===== src/rtl/mem_port_arbiter_pkg.sv =====
// mem_port_arbiter_pkg: shared encodings for the memory port arbiter
package mem_port_arbiter_pkg;

    typedef enum logic [1:0] {
        ST_IDLE    = 2'd0,
        ST_BUSY_IF = 2'd1,
        ST_BUSY_DM = 2'd2
    } state_t;

    typedef enum logic {
        PORT_IF = 1'b0,
        PORT_DM = 1'b1
    } port_t;

    localparam logic MEM_READ  = 1'b0;
    localparam logic MEM_WRITE = 1'b1;
    localparam logic SIZE_BYTE = 1'b0;
    localparam logic SIZE_WORD = 1'b1;

endpackage


===== src/rtl/mem_port_arbiter_wait_counter.sv =====
// wait_counter: loadable 3-bit down-counter that stops at zero and flags it
module wait_counter (
    input  logic       clk,
    input  logic       reset,
    input  logic       load,
    input  logic [2:0] load_val,
    output logic       zero
);

    logic [2:0] count;

    // Load wins over decrement; the count parks at zero
    always_ff @(posedge clk) begin
        if (reset)
            count <= '0;
        else if (load)
            count <= load_val;
        else if (count != 3'd0)
            count <= count - 3'd1;
    end

    assign zero = count == 3'd0;

endmodule


===== src/rtl/mem_port_arbiter.sv =====
// mem_port_arbiter: shares one memory port between instruction fetch and load/store
module mem_port_arbiter
    import mem_port_arbiter_pkg::*;
#(
    parameter int ADDR_W      = 8,
    parameter int DATA_W      = 32,
    parameter int WAIT_CYCLES = 1
) (
    input  logic              clk,
    input  logic              reset,
    input  logic              if_req,
    input  logic [ADDR_W-1:0] if_addr,
    output logic              if_ready,
    output logic [DATA_W-1:0] if_rdata,
    input  logic              dm_req,
    input  logic              dm_rw,
    input  logic              dm_size,
    input  logic [ADDR_W-1:0] dm_addr,
    input  logic [DATA_W-1:0] dm_wdata,
    output logic              dm_ready,
    output logic [DATA_W-1:0] dm_rdata,
    output logic              mem_en,
    output logic              mem_rw,
    output logic              mem_size,
    output logic [ADDR_W-1:0] mem_addr,
    output logic [DATA_W-1:0] mem_wdata,
    input  logic [DATA_W-1:0] mem_rdata,
    output logic              stall
);

    state_t            state, state_nxt;
    port_t             last_grant;
    logic              busy, free, cnt_zero;
    logic              if_cand, dm_cand, grant_if, grant_dm;
    logic              lat_rw, lat_size;
    logic [ADDR_W-1:0] lat_addr;
    logic [DATA_W-1:0] lat_wdata;

    wait_counter u_cnt (
        .clk      (clk),
        .reset    (reset),
        .load     (grant_if | grant_dm),
        .load_val (3'(WAIT_CYCLES)),
        .zero     (cnt_zero)
    );

    assign busy = state != ST_IDLE;
    assign free = ~busy | cnt_zero;

    // Grant from IDLE or on an access's final edge; the finishing port is not re-granted on that edge
    always_comb begin
        if_cand   = if_req & (state != ST_BUSY_IF);
        dm_cand   = dm_req & (state != ST_BUSY_DM);
        grant_dm  = free & dm_cand & (~if_cand | (last_grant == PORT_IF));
        grant_if  = free & if_cand & ~grant_dm;
        state_nxt = grant_dm ? ST_BUSY_DM : grant_if ? ST_BUSY_IF : free ? ST_IDLE : state;
    end

    // State, request latches, read data capture and ready pulses
    always_ff @(posedge clk) begin
        if (reset) begin
            state      <= ST_IDLE;
            last_grant <= PORT_IF;
            lat_rw     <= MEM_READ;
            lat_size   <= SIZE_BYTE;
            lat_addr   <= '0;
            lat_wdata  <= '0;
            if_ready   <= 1'b0;
            dm_ready   <= 1'b0;
            if_rdata   <= '0;
            dm_rdata   <= '0;
        end else begin
            state    <= state_nxt;
            if_ready <= (state == ST_BUSY_IF) & cnt_zero;
            dm_ready <= (state == ST_BUSY_DM) & cnt_zero;
            if ((state == ST_BUSY_IF) && cnt_zero)
                if_rdata <= mem_rdata;
            if ((state == ST_BUSY_DM) && cnt_zero && (lat_rw == MEM_READ))
                dm_rdata <= mem_rdata;
            if (grant_if) begin
                last_grant <= PORT_IF;
                lat_rw     <= MEM_READ;
                lat_size   <= SIZE_WORD;
                lat_addr   <= if_addr;
            end
            if (grant_dm) begin
                last_grant <= PORT_DM;
                lat_rw     <= dm_rw;
                lat_size   <= dm_size;
                lat_addr   <= dm_addr;
                lat_wdata  <= dm_wdata;
            end
        end
    end

    assign mem_en    = busy;
    assign mem_rw    = busy & lat_rw;
    assign mem_size  = busy & lat_size;
    assign mem_addr  = busy ? lat_addr : '0;
    assign mem_wdata = busy ? lat_wdata : '0;
    assign stall     = (if_req & ~if_ready) | (dm_req & ~dm_ready);

endmodule


===== config.mk =====
export PLATFORM = sky130hd
export DESIGN_NAME = mem_port_arbiter
export DESIGN_NICKNAME = d
export VERILOG_FILES = /design/src/rtl/mem_port_arbiter_pkg.sv /design/src/rtl/mem_port_arbiter_wait_counter.sv /design/src/rtl/mem_port_arbiter.sv
export SDC_FILE = /design/constraint.sdc
export NUM_CORES = 1
export LEC_CHECK = 0
export CAP_MARGIN = 20
export CORE_UTILIZATION = 35
export CTS_CLUSTER_DIAMETER = 200
export DETAILED_ROUTE_END_ITERATION = 7
export PLACE_DENSITY_LB_ADDON = 0.08
export SLEW_MARGIN = 20
export SYNTH_ARGS = -nofsm -noshare
export SYNTH_HDL_FRONTEND = slang
export SYNTH_SLANG_ARGS = --single-unit

===== constraint.sdc =====
create_clock -name clk -period 1.74 [get_ports clk]
set_clock_uncertainty 0.1 [all_clocks]
set_input_delay 0.348 -clock clk [delete_from_list [all_inputs] [get_ports clk]]
set_output_delay 0.348 -clock clk [all_outputs]
set_load 0.01 [all_outputs]

; ---- Yosys cells after proc, flatten, opt, wreduce, memory -nomap -nowiden
; Cells that the tools add are included.
[word_totals]
reg_bits = 114
inputBits = 86
output_inout_bits = 110
[classes]
n_addsub = 1
eq_ne = 4
n_mux = 14
n_bitwise = 23
reduce_logical = 12
[op_table]
columns = cell, count
row1 = $mux W32, 1
row2 = $mux W8, 3
row3 = $and A1 B1 Y1, 12
row4 = $reduce_bool A2 Y1, 4
row5 = $mux W1, 7
row6 = $not A1 Y1, 7
row7 = $mux W2, 3
row8 = $reduce_bool A3 Y1, 2
row9 = $or A1 B1 Y1, 4
row10 = $reduce_or A2 Y1, 2
row11 = $logic_and A1 B1 Y1, 3
row12 = $logic_not A3 Y1, 1
row13 = $sub A3 B1 Y3 const B, 1
row14 = $eq A2 B1 Y1 const B, 1
row15 = $eq A2 B2 Y1 const B, 1
row16 = $ne A2 B1 Y1 const B, 1
row17 = $ne A2 B2 Y1 const B, 1

; ---- Longest topological paths before layout
[logic_depth]
ltp_word = 9
mapped_depth = 8
mapped_depth_nobuf = 6

; ---- Hierarchy
; A second synthesis with hierarchy kept.
[hier_totals]
hier_cells = 576
hier_area_um2 = 4728.3
[modules_own_cells]
columns = mod, instances, cells_per_inst, area_each_um2, seq_area_each_um2
row1 = mem_port_arbiter, 1, 554, 4521.8, 2222.1
row2 = wait_counter, 1, 22, 206.4, 60.1

; ---- Worst setup path before layout
; No wires, ideal clock.
[synth_path]
path_type = register to register
start = register u_cnt.count[0]
end = register lat_addr[1]
arrival_time_ns = 1.655
t_required_ns = 1.549
slack_ns = -0.106
path_stages_with_launch = 9
synth_period_minus_slack_ns = 1.846
path_cell_list = dfxtp_1 inv_1 ha_1 nand2b_1 buf_2 o311ai_4 buf_4 nand3_1 a311oi_1
[synth_via]
elab_chain_len = 7
[synth_lines]
columns = item, line_no
row1 = start: declaration, mem_port_arbiter_wait_counter.sv:10  ; logic [2:0] count;
row2 = start signal: assignment, mem_port_arbiter_wait_counter.sv:17  ; count <= load_val;
row3 = start signal: assignment, mem_port_arbiter_wait_counter.sv:19  ; count <= count - 3'd1;
row4 = $logic_not A3 Y1 (*), mem_port_arbiter_wait_counter.sv:22  ; assign zero = count == 3'd0;
row5 = $or A1 B1 Y1 (*), mem_port_arbiter.sv:48  ; assign free = ~busy | cnt_zero;
row6 = $and A1 B1 Y1 (2 in series), mem_port_arbiter.sv:54  ; grant_dm = free & dm_cand & (~if_cand | (last_grant == PORT_IF));
row7 = $not A1 Y1, mem_port_arbiter.sv:55  ; grant_if = free & if_cand & ~grant_dm;
row8 = $and A1 B1 Y1, mem_port_arbiter.sv:55
row9 = $reduce_bool A2 Y1 (no line), n/a
row10 = end signal: assignment, mem_port_arbiter.sv:84  ; lat_addr <= if_addr;
row11 = end signal: assignment, mem_port_arbiter.sv:90  ; lat_addr <= dm_addr;
row12 = end: declaration, mem_port_arbiter.sv:36  ; logic [ADDR_W-1:0] lat_addr;
; Every way passes the cells marked *; elsewhere a longest branch is shown, timed or not.
; A chain may end at the register's enable or synchronous reset.

; ---- Final worst setup path
[layout_path]
start = register state[1]
end = output port mem_wdata[11]
[layout_via]
elab_chain_len = 2
[layout_lines]
columns = item, line_no
row1 = start: declaration, mem_port_arbiter.sv:31  ; state_t state, state_nxt;
row2 = start signal: assignment, mem_port_arbiter.sv:73  ; state <= state_nxt;
row3 = $reduce_bool A2 Y1, mem_port_arbiter.sv:47  ; assign busy = state != ST_IDLE;
row4 = $mux W32, mem_port_arbiter.sv:100  ; assign mem_wdata = busy ? lat_wdata : '0;
row5 = end: declaration, mem_port_arbiter.sv:26  ; output logic [DATA_W-1:0] mem_wdata,
; No other way between the ends.

==> reports/qor.txt <==
fin util - 62.8%
drt pass-1 iters - 4
Pwr per Cell Area - 1130 nW/um2
Antenna Violating Nets Remaining - 0
FMAX - 0.523 GHz
WL final - 14700 um
Hold Path Class - in -> reg
1st-iter DRT viols - 320
Setup WS pre-CTS - -0.447 ns
CORE AREA - 12600 um2
Data required, critical path - 1.29 ns
Syn Area/Cell - 7.88 um2
worst-path maximum fanout - 15
sequential cell area - 2280 um2
# DRC - 0
CTS sink cnt - 114
actual slew at the worst max-slew pin - 0.510 ns
vias in the first global route - 4540
Yosys Warn Count - 0
cell area after synthesis - 4520 um2
largest net degree at the start of global routing - 41
worst-skew pair later-pin latency - 0.40 ns
Net Count, Synth - 662
#FFs+latches synth - 114
failing checks - setup timing
Comb power frac - 29.5%
clock root buffer - clkbuf_16
FILL cells - 1132
total CTS buffers - 17
Max VDD drop - 0.849 mV
RSZ-0062 raised after global routing - true
design area - 7920 um2
gr usage total - 21.5%
status - finished with violations
die area - 13400 um2
ys flop type - dfxtp_1
mux contribution to synthesized area - 0%
CP Capture Type - output pin
share of post-route cells with drive strength above 1 - 25.0%
Via Count - 4790
final worst slack - -0.172 ns
largest family of logic cells by synthesized area - simple AND/OR/NAND/NOR gates
Area growth syn-to-layout - 75.2%
overall power - 8.94 mW
simple-gate area share of the yosys netlist - 23.9%
wire per inst - 15.2 um
CP startpoint kind - register
RePlAce Congestion - 0.780
Synth cell types - 34
Synth Area in Adders - 0.553%
Synth Area in Compound Gates - 19.8%
Cells after Synth - 574
vias per cell - 4.96
fin crit share - 110%
FFs w/ async S/R, synth - 0%
Synth Area in XOR/XNOR - 0.194%
H-tree depth - 4
final global-route overflow total - 0
sw power - 2.56 mW
final net count - 869
slew margin rel. - 66.0%
clock power share - 37.0%
Die Y - 116 um
Crit Path Class - reg -> out
static leakage - 3.51 nW
EDFF count, synth - 0
register area share after synthesis - 50.5%
CTS tree - yes
initial antenna violation count - 0
diodes inserted - 0
clock period minus worst slack - 1.91 ns
Int Pwr - 6.38 mW
global-route wire length before repair - 22000 um
switching share of total power - 28.6%
hold_buf cts - 0
DIE WIDTH - 116 um
worst-case clock buffer depth - 2
Starting Density - 35.8%
clk slew on worst S/H paths - 0.05 ns
area post-placement - 6840 um2
port bufs - 195
io pins - 196
hpwl dp - 9140 um
number of max-cap violations - 0
footprint of the multi-input gates - 2390 um2
Fin. Hold Viols - 0
CP Data Arrival Time - 1.46 ns
final setup fails - 63
Seq pwr share - 33.5%
FP Rows - 41
Final Max Tran Viols - 0
sequential cells by signal, indices dropped and copies added (netlist names):
register / count
if_rdata: 32
last_grant: 1
lat_size: 1
dm_rdata: 32
state: 2
lat_wdata: 32
lat_rw: 1
u_cnt.count: 3
if_ready: 1
dm_ready: 1
lat_addr: 8
synthesized netlist by cell type (all sizes together), types with 2 or more instances:
cell | count | share of area [%]
nand2 | 131 | 11
dfxtp | 114 | 50
a21oi | 102 | 11
and2 | 43 | 5.9
clkbuf | 41 | 3.4
o21ai | 41 | 4.5
nand3 | 40 | 4.4
nor2 | 13 | 1.1
buf | 10 | 1.1
a311oi | 8 | 1.5
inv | 7 | 0.58
nor3 | 5 | 0.55
ha | 2 | 0.55
o22ai | 2 | 0.42
routing by layer:
| layer | share of wire, % | global-route usage [%] | vias up |
|---|---|---|---|
| li1 | - | - | 2352 |
| met1 | 42 | 25.6 | 2280 |
| met2 | 49 | 36.1 | 144 |
| met4 | 1.1 | 6.75 | 0 |
| met3 | 7.4 | 7.69 | 14 |
| met5 | 0 | 0 | - |
cell families (layout without fill, tap and decap cells):
kind of cell	count (synthesis)	in the layout
DFF	114	114
adders and majority gates	2	2
xor gates and xnor gates	1	1
buffers and inverters	58	277
and+or+nand+nor	238	238
AOI/OAI and AO/OA	161	161
critical path, stage by stage, from the launching register on:
cell     delay, ns
dfxtp_2       0.31
or2_4         0.29
buf_8         0.16
and2_1        0.16
buf_2         0.13
path summary, 6_finish.rpt:
kind | from | end | slack, ns | depth (start not counted)
max | state[1]$_SDFFE_PP0P_ | mem_wdata[11] | -0.17 | 4
min | reset | if_ready$_SDFF_PP0_ | 0.24 | 2
max reg2reg | state[1]$_SDFFE_PP0P_ | lat_addr[6]$_SDFFE_PP0P_ | -0.08 | 8
min reg2reg | dm_rdata[27]$_SDFFE_PP0P_ | dm_rdata[27]$_SDFFE_PP0P_ | 0.35 | 2
cell type report:
type | count | share of cell area (%)
flip-flops and latches | 114 | 28.8
repair buffers | 239 | 30.7
well taps | 172 | 2.72
multi-input cells | 402 | 30.2
clock inverters | 11 | 1.42
clock buffers | 20 | 5.77
inverters | 7 | 0.332
stage by stage:
step | hold slack [ns] | cells | TNS [ns]
3_3_place_gp | 0.342 | 921 | -21.62
3_5_place_dp | 0.346 | 921 | -23.23
2_1_floorplan | 0.345 | 574 | 0
6_report | 0.245 | 965 | -6.55
4_1_cts | 0.212 | 962 | -10.22
5_1_grt | 0.255 | 965 | -10.07
power by group through the flow:
stage | clock (mW) | sequential, mW | combinational (mW)
2_1_floorplan | 0 | 3.07 | 0.952
3_3_place_gp | 0 | 3.02 | 2.03
3_5_place_dp | 0 | 3.04 | 2.06
4_1_cts | 3.38 | 2.98 | 2.28
5_1_grt | 3.50 | 3.02 | 2.83
6_report | 3.31 | 2.99 | 2.64
timing repair:
action                     4_1_cts  5_1_grt
gates cloned                     4        2
gates resized for setup        242      126
setup endpoints to repair      148      144
pin swaps                        9       51
buffers inserted                 6        3
placed cells by master, fill, tap and decap left out, types with 12 or more instances in the layout:
| cell | count |
|---|---|
| and2_1 | 23 |
| nand3_1 | 18 |
| buf_6 | 26 |
| nand3_2 | 14 |
| nand2_1 | 131 |
| clkbuf_16 | 19 |
| a21oi_1 | 87 |
| and2_4 | 20 |
| buf_4 | 20 |
| buf_2 | 24 |
| buf_12 | 12 |
| dlymetal6s2s_1 | 19 |
| clkdlybuf4s50_1 | 84 |
| nor2_1 | 12 |
| o21ai_0 | 34 |
| dlygate4sd2_1 | 47 |
| dfxtp_1 | 112 |
| a21oi_2 | 15 |
(Power assumes the default switching activity.)
